$ cat src/rtl/segment_scan_decoder.sv
// Recovers four BCD digits, blank flags and a frame strobe from a muxed active-low 7-seg bus; SEG_BIN_OUT_EN adds binary mins/secs.
// Latency: 2 sync cycles + STABLE_CYC dwell cycles from a stable bus change to registered outputs.
// Backpressure: none; a passive monitor that samples every cycle.
module segment_scan_decoder #(
    parameter int unsigned STABLE_CYC = 4,
    parameter int unsigned CNT_W      = 8
) (
    input  logic        clk,
    input  logic        rst_n,
    input  logic [3:0]  anode,
    input  logic [6:0]  segment,
    input  logic        clr_err,
    output logic [15:0] digits,
    output logic [3:0]  digit_valid,
    output logic [3:0]  blank,
    output logic        frame_done,
    output logic        scan_err
`ifdef SEG_BIN_OUT_EN
    ,
    output logic [5:0]  mins,
    output logic [5:0]  secs,
    output logic        bin_valid
`endif
);

    localparam logic [CNT_W-1:0] CNT_MAX    = CNT_W'(STABLE_CYC);
    localparam logic [CNT_W-1:0] CNT_COMMIT = CNT_W'(STABLE_CYC - 2);

    logic [10:0]      sync1_q, sync1_d, sync2_q, sync2_d, prev_q, prev_d;
    logic [CNT_W-1:0] cnt_q, cnt_d;
    logic [15:0]      digits_q, digits_d;
    logic [3:0]       digit_valid_q, digit_valid_d;
    logic [3:0]       blank_q, blank_d;
    logic [3:0]       seen_q, seen_d;
    logic             frame_done_q, frame_done_d;
    logic             scan_err_q, scan_err_d;
    logic             commit, err_set;
    logic [3:0]       low, seen_mask;
    logic [4:0]       dec;

    // Returns {match, value} for the ten active-low numeral patterns.
    function automatic logic [4:0] seg_decode(input logic [6:0] s);
        case (s)
            7'h40:   seg_decode = {1'b1, 4'd0};
            7'h79:   seg_decode = {1'b1, 4'd1};
            7'h24:   seg_decode = {1'b1, 4'd2};
            7'h30:   seg_decode = {1'b1, 4'd3};
            7'h19:   seg_decode = {1'b1, 4'd4};
            7'h12:   seg_decode = {1'b1, 4'd5};
            7'h02:   seg_decode = {1'b1, 4'd6};
            7'h78:   seg_decode = {1'b1, 4'd7};
            7'h00:   seg_decode = {1'b1, 4'd8};
            7'h10:   seg_decode = {1'b1, 4'd9};
            default: seg_decode = 5'd0;
        endcase
    endfunction

`ifdef SEG_BIN_OUT_EN
    logic [5:0] mins_q, mins_d, secs_q, secs_d;
    logic       bin_valid_q, bin_valid_d, tens_bad;
`endif

    always_comb begin
        sync1_d       = {anode, segment};
        sync2_d       = sync1_q;
        prev_d        = sync2_q;
        cnt_d         = cnt_q;
        commit        = 1'b0;
        err_set       = 1'b0;
        digits_d      = digits_q;
        digit_valid_d = digit_valid_q;
        blank_d       = blank_q;
        seen_d        = seen_q;
        frame_done_d  = 1'b0;
        low           = ~sync2_q[10:7];
        seen_mask     = seen_q | low;
        dec           = seg_decode(sync2_q[6:0]);

        if (sync2_q != prev_q) begin
            cnt_d = '0;
        end else begin
            if (cnt_q != CNT_MAX)
                cnt_d = cnt_q + CNT_W'(1);
            commit = (cnt_q == CNT_COMMIT);
        end

        // Idle gaps (all anodes off) commit as a no-op.
        if (commit && low != 4'h0) begin
            if ((low & 4'(low - 4'd1)) != 4'h0) begin
                err_set = 1'b1;
            end else begin
                for (int i = 0; i < 4; i++) begin
                    if (low[i]) begin
                        if (dec[4]) begin
                            digits_d[4*i +: 4] = dec[3:0];
                            digit_valid_d[i]   = 1'b1;
                            blank_d[i]         = 1'b0;
                        end else if (sync2_q[6:0] == 7'h7F) begin
                            digit_valid_d[i] = 1'b0;
                            blank_d[i]       = 1'b1;
                        end else begin
                            err_set          = 1'b1;
                            digit_valid_d[i] = 1'b0;
                            blank_d[i]       = 1'b0;
                        end
                    end
                end
                if (seen_mask == 4'hF) begin
                    frame_done_d = 1'b1;
                    seen_d       = 4'h0;
                end else begin
                    seen_d = seen_mask;
                end
            end
        end

`ifdef SEG_BIN_OUT_EN
        mins_d      = mins_q;
        secs_d      = secs_q;
        bin_valid_d = bin_valid_q;
        tens_bad    = (digits_q[7:4] > 4'd5) || (digits_q[15:12] > 4'd5);
        if (frame_done_q) begin
            if (tens_bad)
                err_set = 1'b1;
            if ((&digit_valid_q) && !tens_bad) begin
                secs_d      = 6'(digits_q[7:4]) * 6'd10 + 6'(digits_q[3:0]);
                mins_d      = 6'(digits_q[15:12]) * 6'd10 + 6'(digits_q[11:8]);
                bin_valid_d = 1'b1;
            end else begin
                bin_valid_d = 1'b0;
            end
        end
`endif

        // A new error in the same cycle as clr_err keeps the flag set.
        scan_err_d = (scan_err_q & ~clr_err) | err_set;
    end

    always_ff @(posedge clk or negedge rst_n) begin
        if (!rst_n) begin
            sync1_q       <= '1;
            sync2_q       <= '1;
            prev_q        <= '1;
            cnt_q         <= '0;
            digits_q      <= '0;
            digit_valid_q <= '0;
            blank_q       <= '0;
            seen_q        <= '0;
            frame_done_q  <= 1'b0;
            scan_err_q    <= 1'b0;
`ifdef SEG_BIN_OUT_EN
            mins_q        <= '0;
            secs_q        <= '0;
            bin_valid_q   <= 1'b0;
`endif
        end else begin
            sync1_q       <= sync1_d;
            sync2_q       <= sync2_d;
            prev_q        <= prev_d;
            cnt_q         <= cnt_d;
            digits_q      <= digits_d;
            digit_valid_q <= digit_valid_d;
            blank_q       <= blank_d;
            seen_q        <= seen_d;
            frame_done_q  <= frame_done_d;
            scan_err_q    <= scan_err_d;
`ifdef SEG_BIN_OUT_EN
            mins_q        <= mins_d;
            secs_q        <= secs_d;
            bin_valid_q   <= bin_valid_d;
`endif
        end
    end

    assign digits      = digits_q;
    assign digit_valid = digit_valid_q;
    assign blank       = blank_q;
    assign frame_done  = frame_done_q;
    assign scan_err    = scan_err_q;
`ifdef SEG_BIN_OUT_EN
    assign mins        = mins_q;
    assign secs        = secs_q;
    assign bin_valid   = bin_valid_q;
`endif

endmodule

$ cat config.mk
export PLATFORM = sky130hd
export DESIGN_NAME = segment_scan_decoder
export DESIGN_NICKNAME = d
export VERILOG_FILES = /design/src/rtl/segment_scan_decoder.sv
export SDC_FILE = /design/constraint.sdc
export NUM_CORES = 1
export LEC_CHECK = 0
export BUFFER_PORTS_ARGS = -buffer_cell sky130_fd_sc_hd__buf_2
export CAP_MARGIN = 20
export CORE_MARGIN = 8
export CORE_UTILIZATION = 47
export DETAILED_ROUTE_END_ITERATION = 12
export GPL_ROUTABILITY_DRIVEN = 1
export PLACE_DENSITY = 0.81
export SYNTH_ARGS = -nofsm -noshare
export SYNTH_HDL_FRONTEND = slang
export SYNTH_SLANG_ARGS = --single-unit
$ cat constraint.sdc
create_clock -name clk -period 2.1 [get_ports clk]
set_input_delay 0.105 -clock clk [delete_from_list [all_inputs] [get_ports clk]]
set_output_delay 0.105 -clock clk [all_outputs]
set_load 0.05 [all_outputs]
==> impl_metrics.ini <==
[outcome]
status = complete, no violations

[route]
drc = 0
wl_per_cell_microns = 16.6
vias_per_cell = 5.17
wl_mm = 6.36
vias = 1986
ant_nets = 0
dr.first_iter.drc_count = 155
first_pass_iters = 4

[floorplanning]
dieArea_sq_mm = 0.00912
fp-row-count = 29
die_h_microns = 95.5
io_pins = 40
die_x_microns = 95.5
start_util_pct = 47.6
core_area_sq_mm = 0.00624

[global_routing]
grt_usage_pct = 14.7
overflow = 0
grt_pass1_vias = 2029
grt_pass1_wl_mm = 10.1
grt_max_degree = 72
antenna_found_initial = 0

[final_layout]
n_antenna_cell = 0
layout-drive-gt1-share_pct = 49.8
ff_latch_area_sq_mm = 0.00182
stdcell_count = 384
fin_nets = 319
fill_cells = 454
area_growth_syn_to_layout_pct = 29.8
multiInputGateArea_sq_mm = 0.00114
final_util_pct = 61.8

[timing]
setup_violations = 0
max_freq_ghz = 0.488
maxSlewViolCount = 0
period_minus_slack_ns = 2.05
fin_skew_ns = 0.00905
report.final.hold_viol_count = 0
tightest_slew_ns = 0.628
slew_headroom_pct = 57.7
finalCritPeriodShare_pct = 97.5
setup_ws_ns = 0.0515
setup_tns_ns = 0

[setup_path]
cpMaxStageDelayCell = dfstp_2
reg2regPathDepth = 5
crit_end = digits[9]
critPathLaunch = prev_d[5]
worst_ep_arrival_time_ns = 2.28
crit_path_start_kind = register
path_cells = xor2_1 -> nor2_1 -> o31a_4 -> o211ai_4 -> mux2_2
crit_type = register to register
crit_required_ns = 2.33
reg2reg_from = prev_d[5]
cp_max_fo = 6
r2r_end = digits[9]
endpoint_kind = register
max_stage_delay_ns = 0.64
r2r_slack_ns = 0.05

[cts]
cts.sinks = 71
cts_root_buffer = clkbuf_8
h-tree-depth = 3
clkTransAtPathRegs_ns = 0.07
insertion_delay_ns = 0.35
cts_tree = done
cts_made_buffers = 9
cts_buffer_depth = 2

[placed_design]
dp_hpwl_mm = 3.88
place_inst = 350
pre_cts_ws_ns = -0.0571
place.gp.congestion = 0.795
portBuffers = 39

[synthesis]
avgSynthCellArea_sq_um = 13.4
yosys_warnings = 0
netlist_instances = 222
synth_most_common_cell = dfrtp_1
yosysSeqAreaShare_pct = 61.2
ys_types = 48
synth_common_cells = 38 x dfrtp_1, 33 x dfstp_2, 24 x nor2_1
yosys.area.top_type = dfrtp_1
syn_nets = 239
synth_flop_cell = dfrtp_1
synthTopCellsByArea = dfrtp_1 32%, dfstp_2 29%, mux2_2 5.3%, xor2_1 5.0%, nor2_1 3.0%
synth_edf_count = 0
synth-async-reset-ratio_pct = 100
syn_area_sq_mm = 0.00297
synthDominantCellAreaShare_pct = 32.0
ys_seq_elements = 71

[pwr]
p_leak_nw = 1.82
cellPowerDensity_mw_per_mm2 = 736
ir_drop_uv = 740
fin_total_pwr_w = 0.00284

[worst_hold_path]
min-delay-path-class = input pin to register
min-delay-start = clr_err

[flow_run]
cap_violations = 0
-- cells in the final DEF, fill, tap and decap left out, types with 3 or more instances in the layout --
cell type,n
buf_4,23
mux2_2,13
o211ai_4,4
nor4_1,3
nand3_1,7
buf_12,3
xor2_1,17
clkbuf_8,11
nor3_1,3
nor4_2,3
dlygate4sd3_1,12
nand4_1,3
nand2_1,7
a21oi_1,7
buf_2,39
ha_1,3
mux2_4,5
inv_1,4
a21bo_2,4
nor2_1,24
dfstp_2,33
nand2b_1,4
dfrtp_1,38
-- worst min path at each step --
stage / endpoint / slack, ns / cells past startpoint
after floorplan: blank[0] / -0.19 / 0
after global placement: digits[1] / 0.15 / 2
after detailed placement: digits[1] / 0.16 / 2
after CTS: scan_err / 0.05 / 3
after global routing: scan_err / 0.09 / 3
final: scan_err / 0.1 / 3
-- logic make-up (layout without fill, tap and decap cells) --
kind of cell / count (synthesis) / after routing / synth area share [%]
AOI/OAI and AO/OA: 26 / 26 / 7.58
xor gates and xnor gates: 18 / 18 / 5.31
adders and majority gates: 3 / 3 / 1.26
buffers and inverters: 13 / 98 / 2.53
DFF: 71 / 71 / 61.2
muxes: 21 / 21 / 8.42
and+or+nand+nor: 70 / 70 / 13.7
-- through the flow --
stage / hold WS [ns] / area (sq um)
final: 0.0995 / 3860
after detailed placement: 0.155 / 3370
after floorplan: -0.191 / 2970
after global placement: 0.146 / 3370
after CTS: 0.0503 / 3740
after global routing: 0.0916 / 3860
-- power by group --
part / leakage, nW / internal, W / total (W) / switching (W)
combinational: 0.832 / 0.0000771 / 0.000174 / 0.0000967
clock: 0.114 / 0.000733 / 0.00121 / 0.000479
sequential: 0.878 / 0.00143 / 0.00145 / 0.0000255
total: 1.82 / 0.00224 / 0.00284 / 0.000601
-- routing by layer --
metal | part of all wire, % | vias up | track usage, %
met1 | 42 | 984 | 17.6
met2 | 51 | 54 | 23.4
met3 | 4.5 | 14 | 5.43
met4 | 2.5 | 0 | 6.40
li1 | - | 934 | -
met5 | 0 | - | 0
-- cell type report --
cell class              count  share of cell area, %
inverters                   4                  0.389
clock buffers              13                   4.12
multi-input cells         138                   29.7
well taps                  77                   2.50
repair buffers             78                   14.5
clock inverters             3                   1.69
flip-flops and latches     71                   47.1
-- critical path: cells and delay by family (launching register included) --
kind	cells	cell delay [ns]
AOI/OAI and AO/OA	2	0.65
xor gates and xnor gates	1	0.18
DFF	1	0.64
muxes	1	0.38
and+or+nand+nor	1	0.08
-- state kept, by name, indices dropped and copies added, names as in the netlist --
register / flops
seen_q: 4
scan_err: 1
cnt_q: 8
blank: 4
prev_d: 11
sync1_q: 11
digit_valid: 4
digits: 16
frame_done: 1
prev_q: 11
-- what timing repair did --
item                                    CTS  global route
hold buffers                             12             0
hold endpoints to repair                 49             0
setup buffers                             0             6
pin swaps                                 2             9
endpoints found under the setup margin   12            20
gates resized for setup                   3            10
Note: power is estimated with default switching activity, not from simulation.
